==> src/rtl/log2_range_reduce.sv <==
// log2 argument-reduction front end: classifies a float32 operand and splits it into k and m.
// Define LOG2_RR_FTZ_EN to flush subnormal inputs to zero. The NORM state and shifter are then omitted.
module log2_range_reduce #(
  parameter logic [31:0] OFFS    = 32'h004AFB0D,
  parameter logic [31:0] SQRT2_2 = 32'h3F3504F3
) (
  input  logic        clk,
  input  logic        rst,
  input  logic        in_valid,
  output logic        in_ready,
  input  logic [31:0] x_i,
  output logic        out_valid,
  input  logic        out_ready,
  output logic [8:0]  k_o,
  output logic [31:0] m_o,
  output logic        special_o,
  output logic [31:0] special_val_o
);

`ifdef LOG2_RR_FTZ_EN
  typedef enum logic [1:0] {S_IDLE = 2'd0, S_OUT = 2'd2} state_t;
`else
  typedef enum logic [1:0] {S_IDLE = 2'd0, S_NORM = 2'd1, S_OUT = 2'd2} state_t;
`endif

  typedef struct packed {
    logic [8:0]  k;
    logic [31:0] m;
  } red_t;

  // Adding OFFS carries into bit 23 exactly when the fraction is at or above sqrt(2)/2.
  // That bumps k. The masked remainder rebased on SQRT2_2 gives m in [sqrt(2)/2, sqrt(2)).
  function automatic red_t reduce(input logic [8:0] e, input logic [22:0] f);
    logic [31:0] t;
    red_t        r;
    t   = {9'b0, f} + OFFS;
    r.k = e + {8'b0, t[23]};
    r.m = (t & 32'h007FFFFF) + SQRT2_2;
    return r;
  endfunction

  state_t      state_q, state_d;
  logic [8:0]  k_q, k_d;
  logic [31:0] m_q, m_d;
  logic        sp_q, sp_d;
  logic [31:0] spv_q, spv_d;
  logic        accept;
  logic [8:0]  exp_x;
  red_t        red_x;

`ifndef LOG2_RR_FTZ_EN
  logic [23:0] mant_q, mant_d;
  logic [8:0]  e_q, e_d;
  logic [23:0] mant_sh;
  logic [8:0]  e_sh;
  red_t        red_n;
`endif

  assign in_ready  = (state_q == S_IDLE) || ((state_q == S_OUT) && out_ready);
  assign out_valid = (state_q == S_OUT);
  assign accept    = in_valid && in_ready;
  assign exp_x     = {1'b0, x_i[30:23]} - 9'd127;
  assign red_x     = reduce(exp_x, x_i[22:0]);

  assign k_o           = k_q;
  assign m_o           = m_q;
  assign special_o     = sp_q;
  assign special_val_o = spv_q;

  always_comb begin
    state_d = state_q;
    k_d     = k_q;
    m_d     = m_q;
    sp_d    = sp_q;
    spv_d   = spv_q;
`ifndef LOG2_RR_FTZ_EN
    mant_d  = mant_q;
    e_d     = e_q;
    mant_sh = {mant_q[22:0], 1'b0};
    e_sh    = e_q - 9'd1;
    red_n   = reduce(e_sh, mant_sh[22:0]);
`endif

    unique case (state_q)
`ifndef LOG2_RR_FTZ_EN
      S_NORM: begin
        mant_d = mant_sh;
        e_d    = e_sh;
        if (mant_sh[23]) begin
          k_d     = red_n.k;
          m_d     = red_n.m;
          sp_d    = 1'b0;
          spv_d   = '0;
          state_d = S_OUT;
        end
      end
`endif
      S_OUT: begin
        if (out_ready) state_d = S_IDLE;
      end
      default: ;
    endcase

    // A new accept overrides the drain to IDLE, so back-to-back operands need no bubble.
    if (accept) begin
      k_d     = '0;
      m_d     = '0;
      sp_d    = 1'b1;
      state_d = S_OUT;
      if (x_i[30:0] == 31'd0) begin
        spv_d = 32'hFF800000;
      end else if (x_i[31]) begin
        spv_d = 32'h7FFFFFFF;
      end else if (x_i >= 32'h7F800000) begin
        spv_d = x_i;
      end else if (x_i == 32'h3F800000) begin
        spv_d = '0;
      end else if (x_i[30:23] != 8'd0) begin
        k_d   = red_x.k;
        m_d   = red_x.m;
        sp_d  = 1'b0;
        spv_d = '0;
      end else begin
`ifdef LOG2_RR_FTZ_EN
        spv_d = 32'hFF800000;
`else
        sp_d    = 1'b0;
        spv_d   = '0;
        mant_d  = {1'b0, x_i[22:0]};
        e_d     = -9'sd126;
        state_d = S_NORM;
`endif
      end
    end
  end

  always_ff @(posedge clk) begin
    if (rst) begin
      state_q <= S_IDLE;
      k_q     <= '0;
      m_q     <= '0;
      sp_q    <= 1'b0;
      spv_q   <= '0;
`ifndef LOG2_RR_FTZ_EN
      mant_q  <= '0;
      e_q     <= '0;
`endif
    end else begin
      state_q <= state_d;
      k_q     <= k_d;
      m_q     <= m_d;
      sp_q    <= sp_d;
      spv_q   <= spv_d;
`ifndef LOG2_RR_FTZ_EN
      mant_q  <= mant_d;
      e_q     <= e_d;
`endif
    end
  end

endmodule
==> config.mk <==
export PLATFORM = sky130hd
export DESIGN_NAME = log2_range_reduce
export DESIGN_NICKNAME = d
export VERILOG_FILES = /design/src/rtl/log2_range_reduce.sv
export SDC_FILE = /design/constraint.sdc
export NUM_CORES = 1
export LEC_CHECK = 0
export ABC_AREA = 1
export CAP_MARGIN = 40
export CELL_PAD_IN_SITES_DETAIL_PLACEMENT = 0
export CELL_PAD_IN_SITES_GLOBAL_PLACEMENT = 2
export CORE_MARGIN = 5
export CORE_UTILIZATION = 31
export CTS_CLUSTER_DIAMETER = 80
export DETAILED_ROUTE_END_ITERATION = 7
export PLACE_DENSITY_LB_ADDON = 0.1
export SLEW_MARGIN = 10
export SYNTH_ARGS = -nofsm -noshare
export SYNTH_HDL_FRONTEND = slang
export SYNTH_SLANG_ARGS = --single-unit
==> constraint.sdc <==
create_clock -name clk -period 4.5 [get_ports clk]
set_clock_uncertainty 0.2 [all_clocks]
set_input_delay 0.9 -clock clk [delete_from_list [all_inputs] [get_ports clk]]
set_output_delay 0.9 -clock clk [all_outputs]
set_load 0.005 [all_outputs]
==> flow_metrics.tcl, run 1 <==
set metrics [dict create \
    rsz0062_at_grt "false" \
    setup_viol_count_final 0 \
    synth_cells 1169 \
    crit_chain "clkdlybuf4s50_1 -> nor2_2 -> nor2_1 -> nor2_1 -> nand2_1 -> nand2_1 -> nand2_1 -> a31oi_1 -> ha_1 -> inv_1 -> ha_1 -> nand2_1 -> nor2_1 -> inv_1 -> nor2_1 -> nor2_1 -> o21ai_0 -> nand3_1 -> o211ai_1 -> inv_1" \
    place.gp.congestion 0.843 \
    stdcell_area_um2 8840 \
    relSlewSlack_pct 47.3 \
    antennaDiodeCount 0 \
    start_util_pct 31.6 \
    synth_top_area_share_pct 28.2 \
    worstMarginPinSlew_ns 0.785 \
    antenna_found_initial 0 \
    grt_usage_pct 19.1 \
    synth_cell_type_count 51 \
    yosysWarnings 0 \
    crit_end "k_o[6]$_SDFFE_PP0P_" \
    cp.required_ns 4.61 \
    syn_area_per_cell_um2 6.14 \
    critPathBufInv 4 \
    dpl.hpwl_mm 19.8 \
    worst-r2r-cell-count 19 \
    fin_crit_sh_pct 79.3 \
    cap_violations 0 \
    regToRegStartpoint "mant_q[3]$_SDFF_PP0_" \
    post_cts_buffers 0 \
    max_freq_mhz 280 \
    p_leak_uw 0.00390 \
    arrival_ns 3.68 \
    nets 1303 \
    routed_wl_mm 25.8 \
    num_rows 55 \
    startpoint "x_i[9]" \
    ant_nets 0 \
    critPathKind "in2reg" \
    portBuffers 109 \
    holdPathStages 2 \
    grt_overflow 0 \
    synth_edf_count 0 \
    drc_errors 0 \
    hold_viol_final 0 \
    ir_drop_mv 0.140 \
    clock_path_buffers 2 \
    grt_pass1_vias 6967 \
    fin_setup_tns_ns 0 \
    wl_per_cell_um 16.6 \
    postCtsHoldBufs 0 \
    synth-seq-area-share_pct 28.2 \
    worstSkewPairLatency_ns 0.36 \
    cts_resized 0 \
    critPathLaunchType "primary input" \
    syn_to_final_growth_pct 23.1 \
    r2r-end "k_o[5]$_SDFFE_PP0P_" \
    synth_flop_cell "dfxtp_1" \
    async_reset_ff_share_pct 0 \
    drt_pass1_iterations 5 \
    min_period_ns 3.57 \
    synth_area_um2 7180 \
    cts_buffers 9 \
    cp_num_cells 20 \
    fp.coreArea_um2 22700 \
    cts_root_buf "clkbuf_16" \
    synth_top_cell_by_area "dfxtp_1" \
    io_pins 112 \
    yosys-top-cells-area "dfxtp_1 (28%), nand2_1 (17%), nand3_1 (7.6%)" \
    cpLargestDelayFamily "simple AND/OR/NAND/NOR gates" \
    die_w_um 162 \
    hold_class "reg2reg" \
    fp.dieH_um 162 \
    status "complete, no violations" \
    grt_pass1_wl_mm 40.0 \
    drt_iter0_markers 539 \
    crit_slowest_cell "clkdlybuf4s50_1" \
    vias_per_cell 4.91 \
    r2r_slack_ns 1.34 \
    grt_max_degree 60 \
    h-tree-depth 3 \
    cts.sinks 101 \
    cpPeakStageDelay_ns 0.62 \
    placed_area_um2 8540 \
    cpMostUsedCell "nor2_1" \
    worstPathMaxFanout 7 \
    slew_violations 0 \
    vias 7603 \
    clk_pin_slew_ns 0.08 \
    die_area_um2 26300 \
    yosys_register_bits 101 \
    powerDensity_nw_per_um2 255 \
    cts_tree "yes" \
    final_layout_size_suffix_gt1_share_pct 9.81 \
    cp-end-kind "register" \
]
flip-flops by register name (all words and copies together) (netlist names):
signal,cells
e_q,9
mant_q,23
state_q,2
special_o,1
k_o,9
special_val_o,32
m_o,25
stage by stage:
step	instances	utilization (%)	hold WS [ns]	setup slack, ns	total power (uW)
3_5_place_dp	1533	37.6	0.256	0.555	1440
4_1_cts	1549	38.9	0.268	0.938	2290
5_1_grt	1549	38.9	0.285	0.665	2370
3_3_place_gp	1533	37.6	0.252	0.612	1440
6_report	1549	38.9	0.262	0.930	2260
2_1_floorplan	1170	-	0.244	1.57	1220
cells in the final DEF, fill, tap and decap left out, types with 3 or more instances in the layout:
master	Yosys	routed
nand4_1	11	11
nand3_1	109	109
or2_2	7	7
clkbuf_16	0	9
nand2_1	330	330
nand2_4	3	3
o21ai_0	89	89
ha_1	8	8
a311oi_1	18	18
a31oi_1	21	21
xnor2_1	4	4
inv_2	16	16
nand2_2	25	25
buf_4	10	19
o21ai_1	4	4
inv_1	112	112
nand3b_1	6	6
nor2_4	6	6
dfxtp_1	101	101
clkinv_2	2	3
o211ai_1	10	10
nor2_1	106	106
nand3_2	6	6
nor3_1	9	9
xor2_1	14	14
clkinv_1	3	3
clkdlybuf4s50_1	0	108
nor2_2	13	13
a21oi_1	61	61
logic make-up after synthesis:
logic type | share of synthesized area [%]
compound gates | 17.0
xor+xnor | 2.80
fa+ha+maj | 1.39
buf+inv | 10.5
flops | 28.2
other cells | 0.0522
simple gates | 40.0
synth_stat cells, types with 6 or more instances:
library cell / count
nand2_2: 25
nor2_2: 13
inv_2: 16
o211ai_1: 10
buf_4: 10
o21ai_0: 89
a21oi_1: 61
nand3b_1: 6
dfxtp_1: 101
nand3_1: 109
nor3_1: 9
ha_1: 8
xor2_1: 14
nor2_4: 6
nor2_1: 106
nand2_1: 330
inv_1: 112
or2_2: 7
nand3_2: 6
clkbuf_1: 28
a31oi_1: 21
a311oi_1: 18
nand4_1: 11
buf_2: 7
metal layers:
| layer | vias to the layer above | track usage [%] | share of wire [%] |
|---|---|---|---|
| li1 | 3992 | - | - |
| met1 | 3458 | 29.4 | 53 |
| met2 | 137 | 28.8 | 42 |
| met3 | 16 | 1.62 | 3.9 |
| met4 | 0 | 4.31 | 1.1 |
| met5 | - | 0 | 0 |
power breakdown:
part | total (uW) | switching [uW] | internal, uW | leakage [uW]
Clock | 839 | 398 | 442 | 0.000152
Sequential | 958 | 23.7 | 934 | 0.000826
Combinational | 458 | 263 | 195 | 0.00292
Total | 2260 | 685 | 1570 | 0.00390
how the worst min path moves through the flow:
stage / start / endpoint / slack (ns)
after global routing: special_val_o[3]$_SDFFE_PP0P_ / special_val_o[3]$_SDFFE_PP0P_ / 0.29
after global placement: special_val_o[0]$_SDFFE_PP0P_ / special_val_o[0]$_SDFFE_PP0P_ / 0.25
after CTS: special_val_o[27]$_SDFFE_PP0P_ / special_val_o[27]$_SDFFE_PP0P_ / 0.27
after detailed placement: special_val_o[27]$_SDFFE_PP0P_ / special_val_o[27]$_SDFFE_PP0P_ / 0.26
final: special_val_o[26]$_SDFFE_PP0P_ / special_val_o[26]$_SDFFE_PP0P_ / 0.26
after floorplan: state_q[1]$_SDFFE_PP0P_ / state_q[1]$_SDFFE_PP0P_ / 0.24
worst min-delay path: stages (launching register included):
cell and delay, ns:
dfxtp_1 0.31, nand2_1 0.06, a21oi_1 0.05
layout make-up:
type / instances / area, um2
clock buffers: 9 / 225
clock inverters: 7 / 81.3
fillers: 2553 / 13900
inverters: 133 / 502
multi-input cells: 885 / 4410
flip-flops and latches: 101 / 2020
well taps: 285 / 357
repair buffers: 129 / 1250
Power figures use the tool's default switching activity.
==> run 2: changes to the inputs <==
Settings changed: CORE_UTILIZATION 31 to 26.
Clock period 4.5 ns to 2.9 ns, I/O delays scaled along.
==> flow_metrics.tcl, run 2 (synthesis results as in run 1) <==
set metrics [dict create \
    min_period_ns 2.81 \
    drc_errors 0 \
    multi_input_area_um2 4770 \
    io_pins 112 \
    clockPowerShare_pct 34.4 \
    cp.required_ns 2.96 \
    wl_per_cell_um 16.0 \
    place.gp.congestion 0.853 \
    grt_pass1_wl_mm 45.0 \
    die_area_um2 31000 \
    worstPathMaxFanout 6 \
    h-tree-depth 3 \
    antenna_found_initial 0 \
    rsz0062_at_grt "true" \
    portBuffers 109 \
    max_freq_mhz 356 \
    cts_root_buf "clkbuf_16" \
    regToRegStartpoint "mant_q[7]$_SDFF_PP0_" \
    syn_to_final_growth_pct 50.7 \
    cts.sinks 101 \
    slew_violations 0 \
    arrival_ns 2.87 \
    fin_crit_sh_pct 96.9 \
    nets 1485 \
    critPathKind "in2reg" \
    postCtsHoldBufs 0 \
    antennaDiodeCount 0 \
    final_cell_mix "nand2_1 (314), buf_4 (187), inv_1 (105)" \
    ir_drop_mv 0.301 \
    grt_overflow 0 \
    final_layout_size_suffix_gt1_share_pct 26.6 \
    fp.dieH_um 176 \
    vias_per_cell 4.60 \
    start_util_pct 26.5 \
    p_sw_share_pct 31.4 \
    holdWs_ns 0.264 \
    vias 8367 \
    ant_nets 0 \
    cap_violations 0 \
    critPathLaunchType "primary input" \
    cts_tree "yes" \
    seqPwrFrac_pct 40.5 \
    fin_setup_tns_ns 0 \
    largest_register_ffs 32 \
    regArea_um2 2030 \
    routed_wl_mm 29.2 \
    clk_pin_slew_ns 0.08 \
    worstHoldStart "special_val_o[19]$_SDFFE_PP0P_" \
    hold_viol_final 0 \
    grt_usage_pct 18.3 \
    layout_commonest_cell "nand2_1" \
    grt_max_degree 52 \
    relSlewSlack_pct 55.7 \
    hold_class "reg2reg" \
    p_sw_uw 1150 \
    cp-end-kind "register" \
    p_int_uw 2520 \
    worstMarginPinSlew_ns 0.660 \
    cts_buffers 9 \
    r2r_slack_ns 0.09 \
    num_rows 60 \
    status "complete, no violations" \
    worstSkewPairLatency_ns 0.36 \
    setup_viol_count_final 0 \
    drt_pass1_iterations 5 \
    fp.coreArea_um2 27100 \
    powerDensity_nw_per_um2 339 \
    nFillCells 2953 \
    startpoint "x_i[1]" \
    combPwrFrac_pct 25.1 \
    clock_path_buffers 2 \
    die_w_um 176 \
    grt_pass1_vias 7883 \
    p_leak_uw 0.00500 \
    dpl.hpwl_mm 22.7 \
    drt_iter0_markers 394 \
    post-route-util_pct 39.9 \
]
==> run 2: cell type report <==
type | count | area share (%)
multi-input cells | 885 | 44.1
well taps | 372 | 4.30
clock buffers | 10 | 2.21
clock inverters | 6 | 0.497
repair buffers | 311 | 25.5
inverters | 133 | 4.64
flip-flops and latches | 101 | 18.7
==> run 2: worst paths after layout <==
kind | end | cells past startpoint
worst max-delay path | mant_q[15]$_SDFF_PP0_ | 15
worst min-delay path | special_val_o[19]$_SDFFE_PP0P_ | 2
worst max register to register | k_o[6]$_SDFFE_PP0P_ | 19
worst min register to register | special_val_o[19]$_SDFFE_PP0P_ | 2
==> run 2: critical path, stage by stage <==
cell	delay (ns)
clkdlybuf4s50_1	0.49
buf_6	0.13
inv_1	0.04
ha_1	0.20
nand2_1	0.09
nor3_2	0.05
buf_4	0.14
nand4_1	0.10
nand2_2	0.10
nor2_4	0.11
nand3_4	0.14
buf_12	0.17
buf_6	0.13
buf_4	0.14
a311oi_2	0.25
==> run 2: power by group through the flow <==
stage	clock [uW]	sequential [uW]	combinational [uW]
6_report	1260	1490	923
5_1_grt	1360	1500	1020
4_1_cts	1320	1490	893
3_5_place_dp	0	1520	886
3_3_place_gp	0	1520	889
2_1_floorplan	0	1520	373
==> run 2: per-stage QoR <==
stage | instances | setup WS, ns | area, um2 | power, uW
2_1_floorplan | 1170 | 0.286 | 7190 | 1890
3_3_place_gp | 1790 | -0.424 | 9980 | 2410
3_5_place_dp | 1790 | -0.437 | 9980 | 2410
4_1_cts | 1806 | -0.00213 | 10300 | 3700
5_1_grt | 1818 | -0.0777 | 10800 | 3880
6_report | 1818 | 0.0895 | 10800 | 3670
==> run 2: routing by layer <==
layer  track usage (%)  part of all wire, %
met1              27.6                   52
met2              27.6                   43
met3              2.12                  3.3
met4              4.39                  1.6
met5                 0                    0
==> run 2: repair_timing <==
item	in CTS	in global routing
hold endpoints to repair	0	0
cloned	0	1
gates resized for setup	10	117
endpoints found under the setup margin	2	78
buffers inserted	0	11
pin swaps	5	40
